## src/rtl/pc_seq_pkg.sv

```systemverilog
// Shared constants and types for the fetch-stage next-PC sequencer.
package pc_seq_pkg;

  localparam logic [5:0]  OP_RTYPE          = 6'h00;
  localparam logic [5:0]  OP_J              = 6'h02;
  localparam logic [5:0]  OP_JAL            = 6'h03;
  localparam logic [5:0]  FN_JR             = 6'h08;
  localparam logic [5:0]  FN_JALR           = 6'h09;
  localparam logic [31:0] RESET_VEC_DEFAULT = 32'h0000_0000;

  typedef enum logic [1:0] {
    BOOT  = 2'd0,
    RUN   = 2'd1,
    FAULT = 2'd2
  } seq_state_t;

  function automatic logic misaligned(input logic [31:0] addr);
    return addr[1:0] != 2'b00;
  endfunction

endpackage

```

## src/rtl/pc_sequencer_jump_target_calc.sv

```systemverilog
// Combinational jump decode (J/JAL/JR/JALR) with target and link-address computation.
module jump_target_calc
  import pc_seq_pkg::*;
(
  input  logic [31:0] ins,
  input  logic [31:0] pc_d,
  input  logic [31:0] rs_val,
  output logic        is_jump,
  output logic        is_reg_jump,
  output logic [31:0] target,
  output logic [31:0] link_addr
);

  logic [5:0]  opcode;
  logic [5:0]  funct;
  logic        imm_jump;
  logic [31:0] pc_d_plus4;

  assign opcode     = ins[31:26];
  assign funct      = ins[5:0];
  assign pc_d_plus4 = pc_d + 32'd4;

  always_comb begin
    imm_jump    = (opcode == OP_J) || (opcode == OP_JAL);
    is_reg_jump = (opcode == OP_RTYPE) && ((funct == FN_JR) || (funct == FN_JALR));
    is_jump     = imm_jump || is_reg_jump;
    link_addr   = pc_d_plus4;
    if (is_reg_jump) begin
      target = rs_val;
    end else begin
      target = {pc_d_plus4[31:28], ins[25:0], 2'b00};
    end
  end

endmodule

```

## src/rtl/pc_sequencer.sv

```systemverilog
// Fetch PC owner: picks branch / stall / jump / sequential next PC and drives pipeline flushes.
// Optional feature: define PC_SEQ_PERF_EN to add the saturating redirect_cnt output.
module pc_sequencer
  import pc_seq_pkg::*;
#(
  parameter logic [31:0] RESET_VEC = RESET_VEC_DEFAULT
)(
  input  logic        clk,
  input  logic        rst_n,
  input  logic        stall,
  input  logic [31:0] ins,
  input  logic        ins_valid,
  input  logic [31:0] pc_d,
  input  logic [31:0] rs_val,
  input  logic        br_taken,
  input  logic [31:0] br_target,
  output logic [31:0] pc,
  output logic        fetch_en,
  output logic        flush_d,
  output logic        flush_e,
  output logic [31:0] link_addr,
  output logic        fault
`ifdef PC_SEQ_PERF_EN
  ,
  output logic [15:0] redirect_cnt
`endif
);

  seq_state_t  state_r;
  seq_state_t  next_state_s;
  logic [31:0] pc_r;
  logic [31:0] next_pc_s;
  logic        fault_r;
  logic        redirect_s;
  logic        is_jump_s;
  logic        is_reg_jump_s;
  logic [31:0] jump_target_s;

  jump_target_calc u_jump_target_calc (
    .ins         (ins),
    .pc_d        (pc_d),
    .rs_val      (rs_val),
    .is_jump     (is_jump_s),
    .is_reg_jump (is_reg_jump_s),
    .target      (jump_target_s),
    .link_addr   (link_addr)
  );

  // Priority next-PC selection; a misaligned redirect freezes pc and enters FAULT instead.
  always_comb begin
    next_state_s = state_r;
    next_pc_s    = pc_r;
    fetch_en     = 1'b0;
    flush_d      = 1'b0;
    flush_e      = 1'b0;
    redirect_s   = 1'b0;
    case (state_r)
      BOOT: begin
        next_state_s = RUN;
      end
      RUN: begin
        fetch_en = 1'b1;
        if (br_taken) begin
          flush_d = 1'b1;
          flush_e = 1'b1;
          if (misaligned(br_target)) begin
            next_state_s = FAULT;
          end else begin
            next_pc_s  = br_target;
            redirect_s = 1'b1;
          end
        end else if (stall) begin
          next_pc_s = pc_r;
        end else if (ins_valid && is_jump_s) begin
          flush_d = 1'b1;
          if (is_reg_jump_s && misaligned(jump_target_s)) begin
            next_state_s = FAULT;
          end else begin
            next_pc_s  = jump_target_s;
            redirect_s = 1'b1;
          end
        end else begin
          next_pc_s = pc_r + 32'd4;
        end
      end
      FAULT: begin
        flush_d = 1'b1;
      end
      default: begin
        next_state_s = BOOT;
      end
    endcase
  end

  // State, PC and sticky fault registers.
  always_ff @(posedge clk or negedge rst_n) begin
    if (!rst_n) begin
      state_r <= BOOT;
      pc_r    <= RESET_VEC;
      fault_r <= 1'b0;
    end else begin
      state_r <= next_state_s;
      pc_r    <= next_pc_s;
      fault_r <= fault_r | (next_state_s == FAULT);
    end
  end

  assign pc    = pc_r;
  assign fault = fault_r;

`ifdef PC_SEQ_PERF_EN
  logic [15:0] redirect_cnt_r;

  // Saturating count of accepted branch/jump redirects.
  always_ff @(posedge clk or negedge rst_n) begin
    if (!rst_n) begin
      redirect_cnt_r <= 16'd0;
    end else if (redirect_s && (redirect_cnt_r != 16'hFFFF)) begin
      redirect_cnt_r <= redirect_cnt_r + 16'd1;
    end else begin
      redirect_cnt_r <= redirect_cnt_r;
    end
  end

  assign redirect_cnt = redirect_cnt_r;
`endif

endmodule
```

## config.mk

```make
export PLATFORM = sky130hd
export DESIGN_NAME = pc_sequencer
export DESIGN_NICKNAME = d
export VERILOG_FILES = /design/src/rtl/pc_seq_pkg.sv /design/src/rtl/pc_sequencer_jump_target_calc.sv /design/src/rtl/pc_sequencer.sv
export SDC_FILE = /design/constraint.sdc
export NUM_CORES = 1
export LEC_CHECK = 0
export CAP_MARGIN = 15
export CELL_PAD_IN_SITES_DETAIL_PLACEMENT = 0
export CELL_PAD_IN_SITES_GLOBAL_PLACEMENT = 1
export CORE_MARGIN = 2
export CORE_UTILIZATION = 28
export CTS_BUF_LIST = sky130_fd_sc_hd__clkbuf_4 sky130_fd_sc_hd__clkbuf_8 sky130_fd_sc_hd__clkbuf_16
export CTS_CLUSTER_DIAMETER = 50
export DETAILED_ROUTE_END_ITERATION = 12
export GPL_ROUTABILITY_DRIVEN = 0
export PLACE_DENSITY_LB_ADDON = 0.05
export RECOVER_POWER = 25
export SETUP_SLACK_MARGIN = 0.3
export SYNTH_ARGS = -nofsm -noshare
export SYNTH_HDL_FRONTEND = slang
export SYNTH_HIERARCHICAL = 1
export SYNTH_SLANG_ARGS = --single-unit
```

## constraint.sdc

```tcl
create_clock -name clk -period 6.3 [get_ports clk]
set_input_delay 1.89 -clock clk [delete_from_list [all_inputs] [get_ports clk]]
set_output_delay 1.89 -clock clk [all_outputs]
set_load 0.01 [all_outputs]
```

==> impl_metrics.yaml <==
run_status:
  outcome: "complete, but fails checks"
  violations: "max-capacitance violations, max-slew violations"
routing:
  via_per_inst: 5.13
  drc: 0
  drt_iter0_drc: 183
  routedWlPerCell_um: 16.4
  topRoutingLayerUsed: "met4"
  dr.pass1.iters: 4
  wl_met3_um: 987
  vias: 4584
  met2WireLength_um: 7240
  met1_length_um: 6260
  antenna_left: 0
  routed_wl_um: 14600
layout:
  drive_above_1_share_pct: 6.52
  final_core_util_pct: 47.7
  fill_cells: 1337
  antenna_cells: 0
  areaGrowthSynthToFinish_pct: 65.1
  nNetsFinal: 859
global_routing:
  grt_max_degree: 68
  grt_util_all_layers_pct: 20.7
  grt_antenna_before_repair: 0
  grt_overflow: 0
  grt_pass1_vias: 4597
  grt_pass1_wl_um: 23600
synthesis:
  yosys.area_share.adder_pct: 2.05
  synth_top_area_share_pct: 23.9
  synth.avg_cell_area_um2: 6.82
  synth.ff_latch_count: 35
  synth-compound-area-share_pct: 24.1
  yosys.area_share.simple_pct: 37.7
  synth_common_cells: "nand2_1, o21ai_0, nor2_1"
  synth.mux.area_fraction_pct: 0.547
  synth_top_cell_by_area: "dfrtp_1"
  synth_xor_area_share_pct: 5.74
  ys_types: 53
  synth_warnings: 6
  yosysSeqAreaShare_pct: 23.9
  synth.most_common_cell: "nand2_1"
  synthArstFlopShare_pct: 100
  synth_top_family_by_area: "simple AND/OR/NAND/NOR gates"
  syn_inst: 537
  synth_area_um2: 3660
  synthTopCellsByArea: "dfrtp_1, nand2_1, o21ai_0"
  synth-edff-count: 0
  synth_ff_type: "dfrtp_1"
  synthesis.nets: 676
sta:
  finalHoldViolCount: 0
  slew_violations: 36
  min_period_ps: 5900
  fin_ws_ps: 397
  setup_viol: 0
  timing.hold.ws_ps: 461
  max_freq_ghz: 0.169
  rsz0062_at_grt: "no"
  fin_crit_sh_pct: 93.7
  clock_skew_ps: 10.0
  worst_slew_pin_slew_ps: 2110
  tns_ps: 0
  slew_headroom_pct: -40.9
clocking:
  cts-root-buf: "clkbuf_16"
  cts_num_sinks: 35
  clk_pin_slew_worst_paths_ps: 60
  htreeDepth: 2
  cts_buffers: 5
  hold_buffers: 0
  cts_buffer_depth: 2
  clock_latency_ps: 290
  cts_tree: "done"
flow_run:
  maxCapViolCount: 1
die:
  core_area_um2: 12700
  die_area_um2: 14000
  rows: 41
  die_h_um: 118
  start_util_pct: 28.9
  die_x_um: 118
  io_pins: 201
worst_setup_path:
  critPathMaxFanout: 6
  crit_type: "primary input to output pin"
  endpoint: "link_addr[28]"
  worst_r2r_endpoint: "pc[28]"
  regToRegSetupSlack_ps: 3960
  crit_path_start_kind: "primary input"
  worstReg2RegStart: "pc[2]"
  startpoint: "pc_d[10]"
  cp.required_ps: 4410
  end_kind: "output pin"
  reg2reg_depth: 6
  cp.arrival_ps: 4010
placed_design:
  numPortBuffers: 196
  hpwl_um: 11200
  preCtsSetupSlack_ps: 91.4
pwr:
  power.total_mw: 1.45
  leakage_nw: 2.41
  power.density_nw_per_um2: 240
  irDropWorstVdd_v: 0.000111
hold_path:
  hp-class: "flop to flop"
==> cells by family (layout without fill, tap and decap cells) <==
kind of cell | Yosys count | after routing
flip-flops | 35 | 35
AO/OA/AOI/OAI | 147 | 147
XOR/XNOR | 24 | 24
multiplexers | 2 | 2
buffers and inverters | 54 | 238
adder cells (fa/ha/maj) | 6 | 6
AND/OR/NAND/NOR | 269 | 269
==> layout make-up <==
cell class / instances / area, um2 / area share (%)
inverter: 18 / 67.6 / 1.12
timing repair buffer: 212 / 2090 / 34.6
sequential: 35 / 876 / 14.5
clock buffer: 5 / 125 / 2.07
tap: 172 / 215 / 3.56
clock inverter: 3 / 43.8 / 0.725
multi-input combinational: 448 / 2620 / 43.4
==> stage by stage <==
stage | std cells | cell area, um2
after detailed placement | 884 | 5800
after global routing | 893 | 6040
after global placement | 884 | 5800
after floorplan | 537 | 3660
after CTS | 892 | 5980
final | 893 | 6040
==> layout by cell type, fill, tap and decap left out, types with 4 or more instances in the layout <==
cell type / instances
a21o_1: 6
a21oi_1: 35
a31oi_1: 13
and2_1: 8
and3_1: 7
and4_1: 5
buf_4: 15
clkbuf_16: 5
clkdlybuf4s50_1: 183
dfrtp_1: 35
dlymetal6s2s_1: 8
ha_1: 6
inv_1: 18
nand2_1: 114
nand3_1: 23
nand4_1: 19
nor2_1: 39
nor2b_1: 5
nor3_1: 7
nor3b_1: 10
o21ai_0: 53
o22ai_1: 8
o31a_1: 9
o31ai_1: 4
xnor2_1: 19
xor2_1: 5
==> critical path: stages <==
cell,delay [ps]
clkdlybuf4s50_1,530
nand4_4,160
or4_4,580
or4_4,490
nand2_1,90
dlygate4sd2_1,270
==> how the worst min path moves through the flow <==
stage	startpoint	to	slack, ps	depth (start not counted)
3_3_place_gp	fault	fault	440	1
2_1_floorplan	fault	fault	490	1
4_1_cts	fault	fault	460	1
6_report	fault	fault	460	1
5_1_grt	fault	fault	500	1
3_5_place_dp	fault	fault	450	1
==> layer usage <==
metal  global-route usage, %  vias up
li1                        -     2296
met1                    25.5     2132
met2                    36.5      145
met3                    5.26       11
met4                    3.77        0
met5                       0        -
==> power breakdown <==
part / switching, mW / internal [mW] / total (mW)
clock network: 0.104 / 0.187 / 0.291
registers: 0.153 / 0.324 / 0.476
logic: 0.297 / 0.384 / 0.682
total: 0.554 / 0.895 / 1.45
==> timing repair <==
| action | CTS | global route |
|---|---|---|
| buffers inserted | 0 | 0 |
| gates resized for setup | 6 | 12 |
| setup endpoints to repair | 3 | 10 |
| hold endpoints to repair | 0 | 0 |
| pin swaps | 0 | 2 |
==> registers in the layout, summed over array words and instances (netlist names) <==
signal and flops:
state_r 2, pc 32, fault 1
No activity file was read; power rests on OpenSTA's default activity.
